$ cat src/rtl/seg_pkg.sv
// Shared constants and state type for the BCD-to-7-segment display driver.
// Segment patterns are active-low, bit order {g,f,e,d,c,b,a}.
package seg_pkg;

  localparam logic [6:0] SEG_0     = 7'h40;
  localparam logic [6:0] SEG_1     = 7'h79;
  localparam logic [6:0] SEG_2     = 7'h24;
  localparam logic [6:0] SEG_3     = 7'h30;
  localparam logic [6:0] SEG_4     = 7'h19;
  localparam logic [6:0] SEG_5     = 7'h12;
  localparam logic [6:0] SEG_6     = 7'h02;
  localparam logic [6:0] SEG_7     = 7'h78;
  localparam logic [6:0] SEG_8     = 7'h00;
  localparam logic [6:0] SEG_9     = 7'h10;
  localparam logic [6:0] SEG_BLANK = 7'h7F;
  localparam logic [6:0] SEG_DASH  = 7'h3F;

  localparam int unsigned MAX_DISPLAY = 9999;

  typedef enum logic [1:0] {IDLE, SHIFT, ENCODE} state_t;

endpackage

$ cat src/rtl/seg7_encode.sv
// Combinational BCD nibble to active-low 7-segment pattern.
// Nibbles above 9 cannot occur after double-dabble and are shown blank.
module seg7_encode
  import seg_pkg::*;
(
  input  logic [3:0] bcd,
  output logic [6:0] seg
);

  always_comb begin
    seg = SEG_BLANK;
    case (bcd)
      4'd0: seg = SEG_0;
      4'd1: seg = SEG_1;
      4'd2: seg = SEG_2;
      4'd3: seg = SEG_3;
      4'd4: seg = SEG_4;
      4'd5: seg = SEG_5;
      4'd6: seg = SEG_6;
      4'd7: seg = SEG_7;
      4'd8: seg = SEG_8;
      4'd9: seg = SEG_9;
      default: seg = SEG_BLANK;
    endcase
  end

endmodule

$ cat src/rtl/bcd_seg_driver.sv
// Sequential double-dabble binary-to-BCD converter feeding four 7-segment
// encoders; registered segment outputs hold between conversions.
module bcd_seg_driver
  import seg_pkg::*;
#(
  parameter int IN_W = 14,
  parameter int LZB  = 1
) (
  input  logic            clk,
  input  logic            rst,
  input  logic            start,
  input  logic [IN_W-1:0] value,
  output logic            busy,
  output logic            done,
  output logic [6:0]      seg0,
  output logic [6:0]      seg1,
  output logic [6:0]      seg2,
  output logic [6:0]      seg3
);

  localparam logic [IN_W-1:0] MAX_V    = IN_W'(MAX_DISPLAY);
  localparam logic [3:0]      LAST_CNT = 4'(IN_W - 1);

  state_t          state;
  logic [IN_W-1:0] bin;
  logic [15:0]     bcd;
  logic [15:0]     adj;
  logic [3:0]      cnt;
  logic            ovf;
  logic [6:0]      enc [4];
  logic [6:0]      nxt [4];

  assign busy = (state != IDLE);

  // Add-3 correction on every nibble before the shift; 4-bit, no carry out.
  always_comb begin
    adj = bcd;
    for (int unsigned i = 0; i < 4; i++) begin
      if (bcd[i*4 +: 4] >= 4'd5)
        adj[i*4 +: 4] = bcd[i*4 +: 4] + 4'd3;
    end
  end

  for (genvar g = 0; g < 4; g++) begin : g_enc
    seg7_encode u_enc (
      .bcd (bcd[g*4 +: 4]),
      .seg (enc[g])
    );
  end

  // Overflow wins over blanking; blanking cascades from the thousands digit down.
  always_comb begin
    for (int unsigned i = 0; i < 4; i++) nxt[i] = enc[i];
    if (ovf) begin
      for (int unsigned i = 0; i < 4; i++) nxt[i] = SEG_DASH;
    end else if (LZB != 0) begin
      if (bcd[15:12] == 4'd0) nxt[3] = SEG_BLANK;
      if (bcd[15:8]  == 8'd0) nxt[2] = SEG_BLANK;
      if (bcd[15:4]  == 12'd0) nxt[1] = SEG_BLANK;
    end
  end

  always_ff @(posedge clk) begin
    if (rst) begin
      state <= IDLE;
      bin   <= '0;
      bcd   <= '0;
      cnt   <= '0;
      ovf   <= 1'b0;
      done  <= 1'b0;
      seg0  <= SEG_BLANK;
      seg1  <= SEG_BLANK;
      seg2  <= SEG_BLANK;
      seg3  <= SEG_BLANK;
    end else begin
      done <= 1'b0;
      case (state)
        IDLE: begin
          if (start) begin
            bin   <= value;
            bcd   <= '0;
            cnt   <= '0;
            ovf   <= (value > MAX_V);
            state <= SHIFT;
          end
        end
        SHIFT: begin
          bcd <= {adj[14:0], bin[IN_W-1]};
          bin <= {bin[IN_W-2:0], 1'b0};
          cnt <= cnt + 4'd1;
          if (cnt == LAST_CNT) state <= ENCODE;
        end
        ENCODE: begin
          seg0  <= nxt[0];
          seg1  <= nxt[1];
          seg2  <= nxt[2];
          seg3  <= nxt[3];
          done  <= 1'b1;
          state <= IDLE;
        end
        default: state <= IDLE;
      endcase
    end
  end

endmodule

$ cat config.mk
export PLATFORM = sky130hd
export DESIGN_NAME = bcd_seg_driver
export DESIGN_NICKNAME = d
export VERILOG_FILES = /design/src/rtl/seg_pkg.sv /design/src/rtl/seg7_encode.sv /design/src/rtl/bcd_seg_driver.sv
export SDC_FILE = /design/constraint.sdc
export NUM_CORES = 1
export LEC_CHECK = 0
export BUFFER_PORTS_ARGS = -buffer_cell sky130_fd_sc_hd__buf_4
export CAP_MARGIN = 30
export CORE_ASPECT_RATIO = 1.2
export CORE_MARGIN = 2
export CORE_UTILIZATION = 35
export CTS_CLUSTER_DIAMETER = 120
export DETAILED_ROUTE_END_ITERATION = 8
export GPL_TIMING_DRIVEN = 0
export SLEW_MARGIN = 15
export SYNTH_ARGS = -nofsm -noshare
export SYNTH_HDL_FRONTEND = slang
export SYNTH_HIERARCHICAL = 1
export SYNTH_SLANG_ARGS = --single-unit
$ cat constraint.sdc
create_clock -name clk -period 2.3 [get_ports clk]
set_input_delay 0.46 -clock clk [delete_from_list [all_inputs] [get_ports clk]]
set_output_delay 0.46 -clock clk [all_outputs]
set_load 0.01 [all_outputs]
==> results of run 1 <==
layout make-up:
cell class | instances | area (um^2)
plain buffers | 25 | 141.4
clock buffers | 14 | 264.0
clock inverters | 2 | 35.03
fillers | 1020 | 5652
inverters | 23 | 86.33
multi-input cells | 330 | 2107
flip-flops and latches | 66 | 1321
well taps | 126 | 157.7
repair buffers | 46 | 345.3
worst min-delay path by stage:
stage	startpoint	endpoint
2_1_floorplan	bin[10]	bin[10]
3_3_place_gp	bin[13]	bin[13]
3_5_place_dp	bin[9]	bin[9]
4_1_cts	value[0]	bin[0]
5_1_grt	value[0]	bin[0]
6_report	value[0]	bin[0]
per-layer routing:
metal  up-vias  share of wire, %  global-route usage, %  wire length [um]
met5         -                 0                      0                 0
met4         0               1.7                  8.241               146
met3        10               4.9                  2.593               422
met2        74                48                  26.11              4137
met1      1473                45                  19.56              3876
li1       1646                 -                      -                 -
cell families (layout without fill, tap and decap cells):
logic type	Yosys count	in the layout	share of synthesized area, %
AND/OR/NAND/NOR	167	167	23.27
AO/OA/AOI/OAI	120	120	20.67
flip-flops	66	66	36.14
XOR/XNOR	7	7	1.677
multiplexers	5	5	1.403
buffers and inverters	48	110	6.229
adder cells (fa/ha/maj)	31	31	10.61
synthesized netlist by cell type, drive strengths merged, types with 3 or more instances:
master | count | area [um^2]
clkbuf | 10 | 37.54
nand2b | 26 | 162.7
nor3 | 16 | 102.6
nor4 | 8 | 56.30
o22ai | 6 | 37.54
inv | 23 | 86.33
buf | 15 | 103.9
o31ai | 6 | 45.04
ha | 31 | 387.9
nor2 | 61 | 234.0
nand2 | 32 | 120.1
a22o | 6 | 52.55
mux2i | 4 | 40.04
a32oi | 3 | 26.28
o21ai | 35 | 175.2
o22a | 6 | 52.55
dfxtp | 66 | 1321
a21oi | 32 | 167.7
xor2 | 3 | 26.28
nor3b | 3 | 27.52
or2 | 5 | 31.28
a22oi | 7 | 52.55
nand3 | 3 | 15.01
xnor2 | 4 | 35.03
o21bai | 13 | 97.59
or2b | 4 | 30.03
or3b | 3 | 28.78
state kept, by name, summed over array words and instances (netlist names):
signal / cells
seg3: 7
seg1: 7
seg2: 7
done: 1
ovf: 1
cnt: 4
bcd: 16
bin: 14
seg0: 7
state: 2
layout by cell type, fill, tap and decap left out, drive strengths merged, types with 13 or more instances in the layout:
cell / count
o21ai: 35
a21oi: 32
inv: 23
o21bai: 13
nand2: 32
nor3: 16
nand2b: 26
buf: 61
ha: 31
clkbuf: 24
dfxtp: 66
nor2: 61
stage by stage:
stage                     worst slack (ps)  hold slack (ps)  total power, uW
after CTS                            173.1            348.6             2792
after global placement               221.1            444.9             1410
final                                191.0            362.7             2755
after floorplan                      414.7            436.0             1338
after global routing                 59.18            360.4             2862
after detailed placement             178.2            451.0             1415
report_power, final:
group	switching, uW	internal (uW)	total, uW	leakage (uW)
clock	468	897	1370	0.000147
sequential	17.4	1170	1190	0.000536
combinational	119	77.7	197	0.00119
==> run_results.csv, run 1 <==
group,metric,value,unit
timing,finalSetupViolations,0,
clock_network,clk_root_buffer_cell,"clkbuf_16",
clock_network,clk_pin_slew,50,ps
clock_network,cts_tree,"built",
logic_synthesis,yosys_warnings,6,
clock_network,worstSkewPairLatency,320,ps
placement,numPortBuffers,46,
routing,detail_route.wirelength,8583,um
timing,max_slew.worst_pin.slew,639.4,ps
floorplanning,die_area,11280,um^2
placement,gp_congestion,0.8834,
layout,area_growth,21.94,%
critical_path,cp_cell_sequence,"inv_1, ha_1, or3b_1, nor4_2, or4_1, buf_6, o22a_1",
clock_network,cts-resized-gates,0,
clock_network,cts_inserted_buffers,9,
logic_synthesis,synth_cells,444,
critical_path,crit_arrival,2320,ps
flow_run,max_cap_viol_count,0,
timing,hold_viol,0,
clock_network,clock_path_buffers,2,
logic_synthesis,ys.flop_type,"dfxtp_1",
power_and_ir_drop,powerDensity,617.9,nW/um^2
logic_synthesis,synth_nets,492,
clock_network,cts_max_level,3,
routing,route.detailed.wl_per_inst,13.58,um
grt,grt_antenna_before_repair,0,
floorplanning,ios,47,
placement,dp_hpwl,6263,um
floorplanning,coreArea,10110,um^2
power_and_ir_drop,p_leak,0.001869,uW
worst_hold_path,min_path_type,"in2reg",
power_and_ir_drop,power.ir.vdd_worst,0.0003841,V
layout,antenna_cells_inserted,0,
critical_path,critPathRequiredTime,2510,ps
floorplanning,chipWidth,97.30,um
worst_hold_path,min_path_cells,2,
layout,post_layout_nonfiller_instances,632,
logic_synthesis,synth-seq-cells,66,
logic_synthesis,synth_cell_type_count,48,
floorplanning,floorplan.initialDensity,36.16,%
placement,detailed_place.area,4159,um^2
outcome,run_status,"finished, final reports clean",
layout,post-route-cell-area,4458,um^2
grt,grt_overflow,0,
logic_synthesis,synth.cell_area,3656,um^2
grt,first_global_vias,2973,
layout,fraction_of_final_layout_cells_with_drive_strength_greater_than_1,16.60,%
floorplanning,fp.dieH,116.0,um
critical_path,crit-reg2reg-launch,"bcd[9]",
routing,drc_violations_left,0,
clock_network,clkSinkCount,66,
timing,timing.final.max_slew_violations,0,
critical_path,worst_path_max_delay_cell,"dfxtp_1",
timing,final_min_period_over_clock_period,91.70,%
critical_path,worst-setup-path-type,"reg2reg",
critical_path,critPathCapture,"seg1[2]",
routing,vias_per_cell,5.068,
logic_synthesis,synth-seq-area-share,36.14,%
grt,pin_count_of_the_biggest_net_entering_global_routing,12,
layout,post-route-util,44.10,%
critical_path,crit_path_max_fanout,9,
floorplanning,fp-row-count,40,
logic_synthesis,ys_async_sr_fraction,0,%
layout,num-nets-final,549,
critical_path,rrSetupSlack,190,ps
critical_path,timing.rr.end,"seg1[2]",
routing,detailedRoute.firstIterationViolations,133,
critical_path,cp_num_buf_inv,2,
critical_path,critical_path.startpoint_type,"register",
timing,relSlewSlack,57.28,%
logic_synthesis,synth-edff-count,0,
clock_network,post-cts-setup-buffer-count,0,
critical_path,cp-end-kind,"register",
grt,grt_first_pass_wirelength,14230,um
routing,antenna_left,0,
routing,drt_pre_antenna_iters,5,
critical_path,path_depth,7,
timing,fmaxAchievable,474.2,MHz
critical_path,cp_top_family,"simple AND/OR/NAND/NOR gates",
timing,finalSetupTns,0,ps
critical_path,crit_start,"bcd[9]",
timing,timing.clock.skew,3.918,ps
grt,globalRouteTotalUtil,15.63,%
clock_network,ctsHoldBuffers,0,
critical_path,r2r_cells,7,
logic_synthesis,syn_avg_cell_area,8.234,um^2
timing,rsz0062_at_grt,"no",
timing,period_needed,2109,ps
routing,routed-via-count,3203,
placement,place_inst,616,
critical_path,worst_path_largest_cell_delay,490,ps
(Power assumes the default switching activity.)
==> run 2, diff against run 1 <==
--- a/config.mk
+++ b/config.mk
@@ -7,12 +7,15 @@
 export LEC_CHECK = 0
 export BUFFER_PORTS_ARGS = -buffer_cell sky130_fd_sc_hd__buf_4
 export CAP_MARGIN = 30
-export CORE_ASPECT_RATIO = 1.2
+export CELL_PAD_IN_SITES_DETAIL_PLACEMENT = 2
+export CELL_PAD_IN_SITES_GLOBAL_PLACEMENT = 2
+export CORE_ASPECT_RATIO = 1.1
 export CORE_MARGIN = 2
-export CORE_UTILIZATION = 35
+export CORE_UTILIZATION = 34
 export CTS_CLUSTER_DIAMETER = 120
 export DETAILED_ROUTE_END_ITERATION = 8
 export GPL_TIMING_DRIVEN = 0
+export PLACE_DENSITY_LB_ADDON = 0.1
 export SLEW_MARGIN = 15
 export SYNTH_ARGS = -nofsm -noshare
 export SYNTH_HDL_FRONTEND = slang
==> run 2 against run 1 <==
Count of clock-buffer cells in the layout fell by 3; non-clock buffer count unchanged; total power rose by 10%; critical endpoint is now seg1[4]; die area grew 2.8%; highest routed layer unchanged; largest power group unchanged; sequential share of layout area shrank 0.47 points.
==> run_results.csv, run 2 (synthesized netlist as in run 1, its figures left out) <==
group,metric,value,unit
timing,timing.clock.skew,5.333,ps
critical_path,critical_path.startpoint_type,"register",
layout,fraction_of_final_layout_cells_with_drive_strength_greater_than_1,17.39,%
routing,route.detailed.wl_per_inst,16.91,um
routing,detail_route.wirelength,10970,um
critical_path,critPathRequiredTime,2520,ps
timing,max_slew.worst_pin.slew,669.7,ps
critical_path,crit_path_max_fanout,7,
layout,num-nets-final,549,
clock_network,clock_path_buffers,2,
timing,finalSetupViolations,0,
layout,antenna_cells_inserted,0,
routing,routed-via-count,3335,
worst_hold_path,min_path_type,"in2reg",
layout,biggestRegsByFlops,"bcd x16, bin x14",
timing,rsz0062_at_grt,"no",
timing,finalSetupTns,0,ps
layout,final_cell_mix,"dfxtp_1 (65), nor2_1 (59), buf_4 (46)",
clock_network,clk_root_buffer_cell,"clkbuf_16",
layout,largest_reg_flops,16,
routing,vias_per_cell,5.139,
clock_network,cts-resized-gates,0,
placement,numPortBuffers,46,
grt,globalRouteTotalUtil,20.21,%
layout,registers.top_by_ff_count,"bcd",
layout,post-route-util,43.42,%
timing,hold_viol,0,
critical_path,crit_arrival,2400,ps
floorplanning,ios,47,
grt,grt_first_pass_wirelength,18290,um
critical_path,cp-end-kind,"register",
clock_network,ctsHoldBuffers,0,
flow_run,max_cap_viol_count,0,
power_and_ir_drop,p_leak,0.001898,uW
placement,detailed_place.area,4180,um^2
timing,relSlewSlack,55.26,%
outcome,run_status,"finished, final reports clean",
power_and_ir_drop,power.ir.vdd_worst,0.0003368,V
floorplanning,chipWidth,102.9,um
timing,fmaxAchievable,457.8,MHz
clock_network,cts_max_level,3,
floorplanning,fp-row-count,39,
timing,whs,351.7,ps
floorplanning,floorplan.initialDensity,35.01,%
clock_network,post-cts-setup-buffer-count,0,
grt,grt_overflow,0,
floorplanning,die_area,11600,um^2
critical_path,worst-setup-path-type,"reg2reg",
layout,area_growth,24.02,%
routing,antenna_left,0,
power_and_ir_drop,powerDensity,668.5,nW/um^2
placement,gp_congestion,0.7334,
grt,first_global_vias,3678,
grt,pin_count_of_the_biggest_net_entering_global_routing,12,
routing,drt_pre_antenna_iters,4,
layout,post-route-cell-area,4534,um^2
grt,grt_antenna_before_repair,0,
routing,detailedRoute.firstIterationViolations,64,
layout,post_layout_nonfiller_instances,649,
layout,mostFrequentLayoutCell,"dfxtp_1",
clock_network,cts_inserted_buffers,9,
placement,place_inst,633,
layout,filler_instances,1222,
clock_network,worstSkewPairLatency,330,ps
timing,final_min_period_over_clock_period,94.98,%
routing,drc_violations_left,0,
clock_network,clkSinkCount,66,
clock_network,cts_tree,"built",
timing,period_needed,2185,ps
floorplanning,fp.dieH,112.8,um
placement,dp_hpwl,7935,um
clock_network,clk_pin_slew,50,ps
floorplanning,coreArea,10440,um^2
timing,timing.final.max_slew_violations,0,
-- run 2: worst paths after layout --
kind / from / to / slack, ps / cells after the start
max: bcd[13] / seg1[4] / 120 / 7
min reg2reg: bin[7] / bin[7] / 460 / 2
max reg2reg: bcd[13] / seg1[4] / 120 / 7
min: value[0] / bin[0] / 350 / 2
-- run 2: power by group --
group | switching, uW | internal, uW
sequential | 18.2 | 1170
clock | 518 | 1110
combinational | 130 | 78.0
-- run 2: layer usage --
metal | up-vias | share of wire [%] | track usage, %
li1 | 1651 | - | -
met1 | 1624 | 43 | 23.58
met2 | 48 | 52 | 36.60
met3 | 12 | 2.8 | 3.891
met4 | 0 | 1.6 | 6.579
met5 | - | 0 | 0
-- run 2: cell type report --
class	count	area, um^2	share of cell area (%)
inverter	23	86.33	1.904
sequential	66	1323	29.17
timing repair buffer	46	345.3	7.616
tap	143	178.9	3.946
multi-input combinational	330	2107	46.47
clock buffer	11	252.7	5.574
clock inverter	5	100.1	2.208
buffer	25	141.4	3.118
-- run 2: worst max-delay path, cell delays in order (launching register included) --
cell and delay (ps):
dfxtp_1 490, inv_1 140, ha_1 250, or3b_4 290, nor4_2 60, or4_1 480
buf_6 160, o22a_1 190
-- run 2: per-stage QoR --
stage / setup slack [ps] / total power (uW)
finish: 115.4 / 3031
CTS: 90.51 / 3068
global placement: 180.7 / 1418
global route: 5.650 / 3150
floorplan: 414.7 / 1338
detailed placement: 119.7 / 1425
